==> src/rtl/cic_decim_var.sv <==
// cic_decim_var: variable-rate (1..255) N-stage CIC decimator with full-precision output.
// Build option CIC_DECIM_VAR_RATE_FLUSH_EN: flush state on rate change and mute the first N outputs.
module cic_decim_var #(
  parameter int WIDTH_IN  = 16,
  parameter int N         = 4,
  parameter int RATE_BITS = 8
) (
  input  logic                            clk,
  input  logic                            rst,
  input  logic                            enable,
  input  logic [RATE_BITS-1:0]            rate,
  input  logic                            strobe_in,
  input  logic [WIDTH_IN-1:0]             signal_in,
  output logic                            strobe_out,
  output logic [WIDTH_IN+N*RATE_BITS-1:0] signal_out
);

  localparam int WIDTH_OUT = WIDTH_IN + N * RATE_BITS;
  localparam int SUPP_BITS = $clog2(N + 1);

  logic [WIDTH_OUT-1:0] integ_q [N];
  logic [WIDTH_OUT-1:0] integ_d [N];
  logic [WIDTH_OUT-1:0] dly_q   [N];
  logic [WIDTH_OUT-1:0] dly_d   [N];
  logic [WIDTH_OUT-1:0] samp_q, samp_d;
  logic [WIDTH_OUT-1:0] signal_out_q, signal_out_d;
  logic [RATE_BITS-1:0] count_q, count_d;
  logic                 comb_go_q, comb_go_d;
  logic                 emit_q, emit_d;
  logic                 strobe_out_q, strobe_out_d;

  logic [RATE_BITS-1:0] eff_rate;
  logic [WIDTH_OUT-1:0] in_ext;
  logic [WIDTH_OUT-1:0] comb_acc;
  logic                 accept;
  logic                 dec_evt;
  logic                 flush;
  logic                 emit_ok;

  assign accept   = strobe_in & enable;
  assign eff_rate = (rate == '0) ? RATE_BITS'(1) : rate;
  assign dec_evt  = accept && (count_q == '0);
  assign in_ext   = {{(WIDTH_OUT - WIDTH_IN){signal_in[WIDTH_IN-1]}}, signal_in};

`ifdef CIC_DECIM_VAR_RATE_FLUSH_EN
  logic [RATE_BITS-1:0] rate_prev_q, rate_prev_d;
  logic [SUPP_BITS-1:0] supp_q, supp_d;

  // A flushing event restarts the filter and counts as the first muted event.
  assign flush   = dec_evt && (eff_rate != rate_prev_q);
  assign emit_ok = (supp_q == '0) && !flush;

  always_comb begin
    rate_prev_d = rate_prev_q;
    supp_d      = supp_q;
    if (dec_evt) begin
      rate_prev_d = eff_rate;
      if (flush) begin
        supp_d = SUPP_BITS'(N - 1);
      end else if (supp_q != '0) begin
        supp_d = supp_q - SUPP_BITS'(1);
      end
    end
    if (!enable) begin
      rate_prev_d = '0;
      supp_d      = SUPP_BITS'(N);
    end
  end

  always_ff @(posedge clk) begin
    if (rst) begin
      rate_prev_q <= '0;
      supp_q      <= SUPP_BITS'(N);
    end else begin
      rate_prev_q <= rate_prev_d;
      supp_q      <= supp_d;
    end
  end
`else
  assign flush   = 1'b0;
  assign emit_ok = 1'b1;
`endif

  // NOTE: every _d gets a default at the top of the block so no path leaves it unassigned (no latches).
  always_comb begin
    for (int k = 0; k < N; k++) begin
      integ_d[k] = integ_q[k];
    end
    count_d   = count_q;
    samp_d    = samp_q;
    comb_go_d = dec_evt;
    emit_d    = dec_evt & emit_ok;

    // Each stage adds the pre-update value of its predecessor; sums wrap modulo 2^WIDTH_OUT.
    if (accept) begin
      integ_d[0] = (flush ? '0 : integ_q[0]) + in_ext;
      for (int k = 1; k < N; k++) begin
        integ_d[k] = (flush ? '0 : integ_q[k]) + (flush ? '0 : integ_q[k-1]);
      end
      count_d = (count_q == '0) ? eff_rate - RATE_BITS'(1) : count_q - RATE_BITS'(1);
    end

    if (dec_evt) begin
      samp_d = flush ? '0 : integ_q[N-1];
    end

    // NOTE: comb_acc is a blocking scratch value reused down the cascade within this one evaluation.
    comb_acc = samp_q;
    for (int k = 0; k < N; k++) begin
      dly_d[k] = comb_go_q ? comb_acc : dly_q[k];
      comb_acc = comb_acc - dly_q[k];
    end
    if (flush) begin
      for (int k = 0; k < N; k++) begin
        dly_d[k] = '0;
      end
    end

    strobe_out_d = comb_go_q & emit_q;
    signal_out_d = (comb_go_q & emit_q) ? comb_acc : signal_out_q;

    if (!enable) begin
      for (int k = 0; k < N; k++) begin
        integ_d[k] = '0;
        dly_d[k]   = '0;
      end
      count_d      = '0;
      samp_d       = '0;
      comb_go_d    = 1'b0;
      emit_d       = 1'b0;
      strobe_out_d = 1'b0;
      signal_out_d = '0;
    end
  end

  // NOTE: the integrator/comb arrays are plain flops, so they are cleared by reset like any other state.
  always_ff @(posedge clk) begin
    if (rst) begin
      for (int k = 0; k < N; k++) begin
        integ_q[k] <= '0;
        dly_q[k]   <= '0;
      end
      count_q      <= '0;
      samp_q       <= '0;
      comb_go_q    <= 1'b0;
      emit_q       <= 1'b0;
      strobe_out_q <= 1'b0;
      signal_out_q <= '0;
    end else begin
      // NOTE: non-blocking updates so every register sees the pre-edge values of the others.
      for (int k = 0; k < N; k++) begin
        integ_q[k] <= integ_d[k];
        dly_q[k]   <= dly_d[k];
      end
      count_q      <= count_d;
      samp_q       <= samp_d;
      comb_go_q    <= comb_go_d;
      emit_q       <= emit_d;
      strobe_out_q <= strobe_out_d;
      signal_out_q <= signal_out_d;
    end
  end

  assign strobe_out = strobe_out_q;
  assign signal_out = signal_out_q;

endmodule
==> config.mk <==
export PLATFORM = sky130hd
export DESIGN_NAME = cic_decim_var
export DESIGN_NICKNAME = d
export VERILOG_FILES = /design/src/rtl/cic_decim_var.sv
export SDC_FILE = /design/constraint.sdc
export NUM_CORES = 1
export LEC_CHECK = 0
export ABC_CLOCK_PERIOD_IN_PS = 12360
export BUFFER_PORTS_ARGS = -buffer_cell sky130_fd_sc_hd__clkbuf_2
export CORE_MARGIN = 1
export CORE_UTILIZATION = 30
export CTS_CLUSTER_DIAMETER = 150
export DETAILED_ROUTE_END_ITERATION = 16
export PLACE_DENSITY = 0.48
export SLEW_MARGIN = 20
export SYNTH_ARGS = -nofsm -noshare
export SYNTH_HDL_FRONTEND = slang
export SYNTH_SLANG_ARGS = --single-unit
==> constraint.sdc <==
create_clock -name clk -period 12.36 [get_ports clk]
set_input_delay 0.618 -clock clk [delete_from_list [all_inputs] [get_ports clk]]
set_output_delay 0.618 -clock clk [all_outputs]
set_load 0.005 [all_outputs]
==> results of run 1 <==
placed cells by master (no fill, tap or decap), types with 75 or more instances in the layout:
cell / instances
clkbuf_2: 75
inv_1: 277
o21ai_0: 212
mux2i_1: 302
nand3_1: 75
xor2_1: 117
a21o_1: 240
nor2_1: 547
nand2_1: 346
ha_1: 377
dfxtp_1: 489
xnor2_1: 218
a21oi_1: 424
power by group:
part / total (uW) / internal (uW) / leakage, uW / switching, uW
Combinational: 3160 / 1350 / 0.0125 / 1810
Clock: 1870 / 1130 / 0.00102 / 738
Sequential: 1640 / 1620 / 0.00396 / 26.5
through the flow:
| stage | instances | cell area (sq um) | utilization (%) |
|---|---|---|---|
| finish | 6213 | 40660 | 33.71 |
| global route | 6213 | 40660 | 33.71 |
| CTS | 6213 | 40650 | 33.71 |
| detailed placement | 6105 | 38590 | 31.99 |
| global placement | 6105 | 38590 | 31.99 |
| floorplan | 4577 | 36660 | - |
critical path, delay by kind of cell (launching register included):
family / cells / cell delay, ps
DFF: 1 / 320
AOI/OAI and AO/OA: 28 / 5830
and+or+nand+nor: 3 / 920
buffers and inverters: 2 / 110
xor gates and xnor gates: 3 / 500
adders and majority gates: 5 / 1740
per-layer routing:
layer	global-route usage (%)	share of wire, %	wire, um
met5	0	0	0
met4	3.673	2.2	1955
met3	1.656	2.7	2349
met2	22.67	42	37090
met1	20.06	53	46750
final timing paths:
| path | end | slack [ps] | depth (start not counted) |
|---|---|---|---|
| worst min register to register | dly_q[3][2] | 470 | 2 |
| worst max-delay path | signal_out[46] | 2840 | 41 |
| worst max register to register | signal_out[46] | 2840 | 41 |
| worst min-delay path | comb_go_q | 200 | 2 |
sequential cells by signal, summed over array words and instances, names as in the netlist:
signal / count
comb_go_q: 1
count_q: 8
dly_q: 192
integ_q: 192
samp_q: 48
signal_out: 48
strobe_out: 1
cells by family after synthesis:
| kind of cell | Yosys count |
|---|---|
| AOI/OAI and AO/OA | 1284 |
| xor gates and xnor gates | 338 |
| adders and majority gates | 385 |
| DFF | 490 |
| and+or+nand+nor | 1321 |
| buffers and inverters | 456 |
| muxes | 303 |
layout make-up:
| cell class | count | share of cell area [%] |
|---|---|---|
| clock inverter | 25 | 0.8585 |
| clock buffer | 83 | 4.225 |
| inverter | 279 | 2.576 |
| timing repair buffer | 93 | 1.332 |
| multi-input combinational | 3631 | 61.91 |
| sequential | 490 | 24.13 |
| tap | 1612 | 4.960 |
==> results.cfg, run 1 <==
[synthesis]
yosysMostFrequentCell = nor2_1
yosysWarnings = 0
ys_types = 87
synth_compound_area_share_pct = 22.58
synth_area_sq_um = 36660
ys_seq_elements = 490
synth_edf_count = 0
ys_top_cells_by_area = dfxtp_1 27%, ha_1 13%, mux2i_1 8.2%, a21oi_1 5.8%, nor2_1 5.6%
synthArstFlopShare_pct = 0
synth_fa_ha_area_share_pct = 13.30
synth_top_area_share_pct = 26.76
synth_top_cell_by_area = dfxtp_1
synth_flop_cell = dfxtp_1
syn_inst = 4577
synth_fp_nets = 4990
synth_top_family_by_area = compound AO/OA/AOI/OAI gates
avgSynthCellArea_sq_um = 8.010
synth.top_cells.by_count = 548 x nor2_1, 490 x dfxtp_1, 424 x a21oi_1
synth-simple-area-share_pct = 16.23
synth_seq_area_share_pct = 26.76
synth_mux_area_share_pct = 8.276
synth_xor_area_share_pct = 8.171

[floorplan]
initial_core_util_pct = 30.40
coreArea_sq_um = 120600
die_h_um = 351.6
io_pins = 77
die_w_um = 351.6
num_rows = 127
die_area_sq_um = 123600

[critical_path]
cp_slowest_stage_delay_ps = 520
required_ps = 12900
start_kind = flip-flop
cpMostUsedCell = a21o_1
r2r-start = samp_q[0]
end_kind = flip-flop
cp_slowest_cell = or4_1
path_class = flip-flop to flip-flop
crit_start = samp_q[0]
worstPathMaxFanout = 9
critical_path_arrival_ps = 10060

[drt]
vias = 29980
wl_per_cell_um = 14.19
firstDrtPassIters = 5
drc = 0
drt-total-wl_um = 88140
antenna_left = 0
via_per_inst = 4.825
drt_iter0_drc = 1361

[power]
power.leakage_uw = 0.01750
ir_drop_v = 0.0001385
powerDensity_nw_per_um2 = 164.1
power.total_uw = 6671

[grt]
grt.total_usage_pct = 14.19
grt-ovfl-total = 0
first_global_vias = 29070
antenna_found_initial = 1
grt_max_degree = 156
grt_first_pass_wirelength_um = 148400

[placed_design]
port_buffers = 76
hpwlAfterDp_um = 65350
pre_cts_slack_ps = 2860
gp_congestion = 0.8620

[finish]
syn_to_final_growth_pct = 10.91
fin_nets = 4967
multi_input_area_sq_um = 25170
fillCellCount = 12790
seqCellArea_sq_um = 9813
antenna_cells = 0
drive_gt1_share_pct = 5.238

[run_status]
status = complete, no violations

[clock_network]
cts_sinks = 490
htreeDepth = 2
path_clk_slew_ps = 60
ctsResizeCount = 0
cts_root_buf = clkbuf_16
clk_path_buf_depth = 3
tritoncts = built
hold_buffers = 0
post_cts_buffers = 0
numCtsBuffers = 59
clock_latency_ps = 650

[sta]
period_minus_slack_ps = 9518
timing.slew.headroom_pct = 25.43
setup_tns_ps = 0
timing.final.ws_setup_ps = 2842
final_hold_viol_count = 0
skew_ps = 22.14
post-route-period-util_pct = 77.01
finalSetupViolCount = 0
drv_slew = 0
max_freq_mhz = 105.1
worst_slew_pin_slew_ps = 1114
rsz0062_at_grt = false
holdWs_ps = 199.7

[run]
drv_cap = 0

[min_path]
hold_class = input port to flip-flop
hp-start = rst
Note: power is estimated with default switching activity, not from simulation.
==> inputs of run 2 (changes only) <==
Settings changed: ABC_CLOCK_PERIOD_IN_PS 12360 to 9600.
Clock period 12.36 ns to 9.6 ns, I/O delays scaled along.
==> results.cfg, run 2 (same netlist as run 1, synthesis figures left out) <==
[finish]
drive_gt1_share_pct = 5.500
antenna_cells = 0
fin_nets = 4969
syn_to_final_growth_pct = 11.06
fillCellCount = 12810
final_cell_mix = 547 x nor2_1, 489 x dfxtp_1, 421 x a21oi_1, 374 x ha_1, 346 x nand2_1
layout_commonest_cell = nor2_1
multi_input_area_sq_um = 25240
reg_top3 = dly_q (192), integ_q (192)
seqCellArea_sq_um = 9813

[clock_network]
htreeDepth = 2
clk_path_buf_depth = 3
cts_sinks = 490
path_clk_slew_ps = 60
tritoncts = built
numCtsBuffers = 59
cts_root_buf = clkbuf_16
clock_latency_ps = 650

[power]
powerDensity_nw_per_um2 = 210.8
power.leakage_uw = 0.01749
power.total_uw = 8581
ir_drop_v = 0.0001566

[floorplan]
io_pins = 77
die_area_sq_um = 123600
num_rows = 127
die_h_um = 351.6
die_w_um = 351.6
coreArea_sq_um = 120600
initial_core_util_pct = 30.40

[run_status]
status = complete, no violations

[sta]
final_hold_viol_count = 0
max_freq_mhz = 113.8
finalSetupViolCount = 0
period_minus_slack_ps = 8789
setup_tns_ps = 0
drv_slew = 0
timing.slew.headroom_pct = 26.49
rsz0062_at_grt = false
post-route-period-util_pct = 91.56
worst_slew_pin_slew_ps = 1099
skew_ps = 25.47

[grt]
antenna_found_initial = 0
first_global_vias = 28990
grt_first_pass_wirelength_um = 147600
grt-ovfl-total = 0
grt.total_usage_pct = 14.14
grt_max_degree = 175

[critical_path]
critical_path_arrival_ps = 9320
cpMostUsedCell = a21o_1
end_kind = flip-flop
start_kind = flip-flop
required_ps = 10140
cp_slowest_stage_delay_ps = 440
path_class = flip-flop to flip-flop
worstPathMaxFanout = 7
cp_slowest_cell = a2111oi_1

[placed_design]
gp_congestion = 0.8587
hpwlAfterDp_um = 64960
port_buffers = 76

[run]
drv_cap = 0

[min_path]
hold_class = input port to flip-flop

[drt]
firstDrtPassIters = 5
drc = 0
drt-total-wl_um = 87950
drt_iter0_drc = 1441
wl_per_cell_um = 14.16
vias = 30040
via_per_inst = 4.835
antenna_left = 0
## run 2: cell types whose count changed in the layout (fill, tap and decap cells not counted), sizes merged
cell,delta
buf,+1
bufinv,-1
clkinv,-3
clkinvlp,+2
dlygate4sd3,+1
inv,-1
## run 2: metrics by stage
| step | hold WS (ps) | std cells | worst slack (ps) | utilization [%] | instance area [sq um] |
|---|---|---|---|---|---|
| 2_1_floorplan | 437.0 | 4577 | 1072 | - | 36660 |
| 3_3_place_gp | 448.9 | 6106 | 269.6 | 32.00 | 38590 |
| 3_5_place_dp | 449.9 | 6106 | 264.9 | 32.00 | 38590 |
| 4_1_cts | 87.55 | 6212 | 215.1 | 33.70 | 40640 |
| 5_1_grt | 161.2 | 6212 | 27.82 | 33.76 | 40720 |
| 6_report | 144.5 | 6212 | 810.5 | 33.76 | 40720 |
## run 2: final cells by class
cell class,instances,share of cell area (%)
Multi-Input combinational cell,3631,62.00
Sequential cell,490,24.10
Tap cell,1612,4.954
Clock buffer,83,4.192
Inverter,279,2.572
Timing Repair Buffer,95,1.374
Clock inverter,22,0.8082
## run 2: per-layer routing
metal,routed length (um),track usage [%]
met1,46600,19.90
met4,1672,3.310
met5,0,0
met2,37220,22.91
met3,2458,1.588
## run 2: critical path, delay by kind of cell, from the launching register on
kind | cells | cell delay [ps]
fa+ha+maj | 5 | 1540
simple gates | 5 | 690
xor+xnor | 3 | 560
compound gates | 27 | 5330
flops | 1 | 320
buf+inv | 3 | 240
## run 2: path summary, 6_finish.rpt
check | startpoint | endpoint | slack (ps) | cells after the start
min reg2reg | signal_out[44] | signal_out[44] | 460 | 2
max reg2reg | samp_q[0] | signal_out[46] | 810 | 43
max | samp_q[0] | signal_out[46] | 810 | 43
min | rate[7] | count_q[7] | 140 | 3
## run 2: repair_timing
action	4_1_cts	5_1_grt
endpoints found under the setup margin	0	9
buffers inserted	0	0
hold buffers	1	0
resized for setup	0	19
endpoints found under the hold margin	1	0
## run 2: power breakdown
group          switching [uW]  total (uW)  internal, uW
clock network             935        2350          1420
registers                34.5        2110          2080
logic                    2350        4110          1760
==> inputs of run 3 (changes only) <==
Settings changed: CTS_CLUSTER_SIZE set to 16, RECOVER_POWER set to 50.
==> results.cfg, run 3 (same netlist as run 1, synthesis figures left out) <==
[run_status]
status = complete, but fails checks
violations = max-capacitance violations, max-slew violations

[clock_network]
tritoncts = built
path_clk_slew_ps = 80
numCtsBuffers = 36
htreeDepth = 2
clk_path_buf_depth = 3
clock_latency_ps = 590
cts_sinks = 490
post_cts_buffers = 0
cts_root_buf = clkbuf_16

[placed_design]
dpl.cell_count = 6106
port_buffers = 76
hpwlAfterDp_um = 64960
gp_congestion = 0.8587

[sta]
finalSetupViolCount = 0
final_hold_viol_count = 0
max_freq_mhz = 113.0
worst_slew_pin_slew_ps = 7879
rsz0062_at_grt = false
post-route-period-util_pct = 92.22
period_minus_slack_ps = 8853
skew_ps = 27.08
setup_tns_ps = 0
timing.slew.headroom_pct = -425.3
drv_slew = 598

[grt]
grt.total_usage_pct = 14.08
grt_max_degree = 175
antenna_found_initial = 0
grt_first_pass_wirelength_um = 147000
grt-ovfl-total = 0
first_global_vias = 28860

[critical_path]
crit_start = samp_q[0]
cp_slowest_cell = a2111oi_0
required_ps = 10090
cp_slowest_stage_delay_ps = 500
path_class = flip-flop to flip-flop
worstPathMaxFanout = 6
r2r-start = samp_q[0]
start_kind = flip-flop
critical_path_arrival_ps = 9350
cpMostUsedCell = a21o_1
end_kind = flip-flop

[floorplan]
coreArea_sq_um = 120600
die_area_sq_um = 123600
io_pins = 77
initial_core_util_pct = 30.40
num_rows = 127
die_w_um = 351.6
die_h_um = 351.6

[min_path]
hold_class = input port to flip-flop
hp-start = rst

[finish]
fin_nets = 4945
drive_gt1_share_pct = 3.110
reg_top3 = dly_q (192), integ_q (192)
final_cell_mix = 548 x nor2_1, 489 x dfxtp_1, 423 x a21oi_1, 374 x ha_1, 346 x nand2_1
layout_commonest_cell = nor2_1
syn_to_final_growth_pct = 7.666
final_cell_count_no_fill = 6146
fillCellCount = 12930
antenna_cells = 0

[power]
powerDensity_nw_per_um2 = 194.1
power.leakage_uw = 0.01677
ir_drop_v = 0.0001498

[drt]
dr.max_layer_used = met4
via_per_inst = 4.854
wl_per_cell_um = 14.25
drc = 0
drt-total-wl_um = 87550
drt_iter0_drc = 1432
routed-wl-met2_um = 37580
firstDrtPassIters = 5
dr_wl_met3_um = 2066
vias = 29830
antenna_left = 0
wl_met1_um = 46490

[run]
drv_cap = 8
[run 3: cell count changes in the layout (fill, tap and decap cells not counted), sizes merged]
cell / delta
buf: -4
bufinv: -7
clkbuf: -42
clkinv: -9
clkinvlp: -4
dlygate4sd3: -1
inv: +1
[run 3: path summary, 6_finish.rpt]
path                            cells after the start  slack (ps)             end
worst max-delay path                               42         750  signal_out[46]
worst min-delay path                                2         110       comb_go_q
worst max register to register                     42         750  signal_out[46]
worst min register to register                      2         460  signal_out[44]
[run 3: power by group]
| group | internal, uW | switching [uW] | leakage [uW] |
|---|---|---|---|
| Combinational | 1760 | 2340 | 0.0124 |
| Clock | 675 | 776 | 0.000460 |
| Sequential | 2080 | 34.5 | 0.00396 |
| Total | 4510 | 3150 | 0.0168 |
[run 3: stage by stage]
| stage | hold WS (ps) | setup WS, ps | power (uW) | utilization (%) | area (sq um) |
|---|---|---|---|---|---|
| 5_1_grt | 88.80 | 2.115 | 8325 | 32.73 | 39470 |
| 6_report | 107.0 | 746.6 | 7662 | 32.73 | 39470 |
| 4_1_cts | 59.71 | 239.0 | 7744 | 32.78 | 39530 |
| 3_3_place_gp | 448.9 | 269.6 | 6240 | 32.00 | 38590 |
| 2_1_floorplan | 437.0 | 1072 | 5391 | - | 36660 |
| 3_5_place_dp | 449.9 | 264.9 | 6241 | 32.00 | 38590 |
[run 3: final cells by class]
type | instances | area, sq um | share of cell area, %
repair buffers | 94 | 445.4 | 1.129
clock inverters | 3 | 33.78 | 0.08559
inverters | 279 | 1047 | 2.653
well taps | 1612 | 2017 | 5.110
clock buffers | 37 | 904.6 | 2.292
flip-flops and latches | 490 | 9813 | 24.86
multi-input cells | 3631 | 25210 | 63.87
[run 3: per-layer routing]
layer,track usage (%),up-vias
li1,-,16130
met1,19.81,13310
met2,23.15,316
met3,1.371,81
met4,2.839,0
met5,0,-
[run 3: worst max-delay path, delay by kind of cell (launching register included)]
family,cells,cell delay (ps)
flops,1,330
xor+xnor,2,390
buf+inv,2,110
fa+ha+maj,5,1570
simple gates,8,940
compound gates,25,5460
[run 3: what timing repair did]
action                     4_1_cts  5_1_grt
gates resized for setup          0       16
setup endpoints to repair        0        9
hold buffers                     0        0
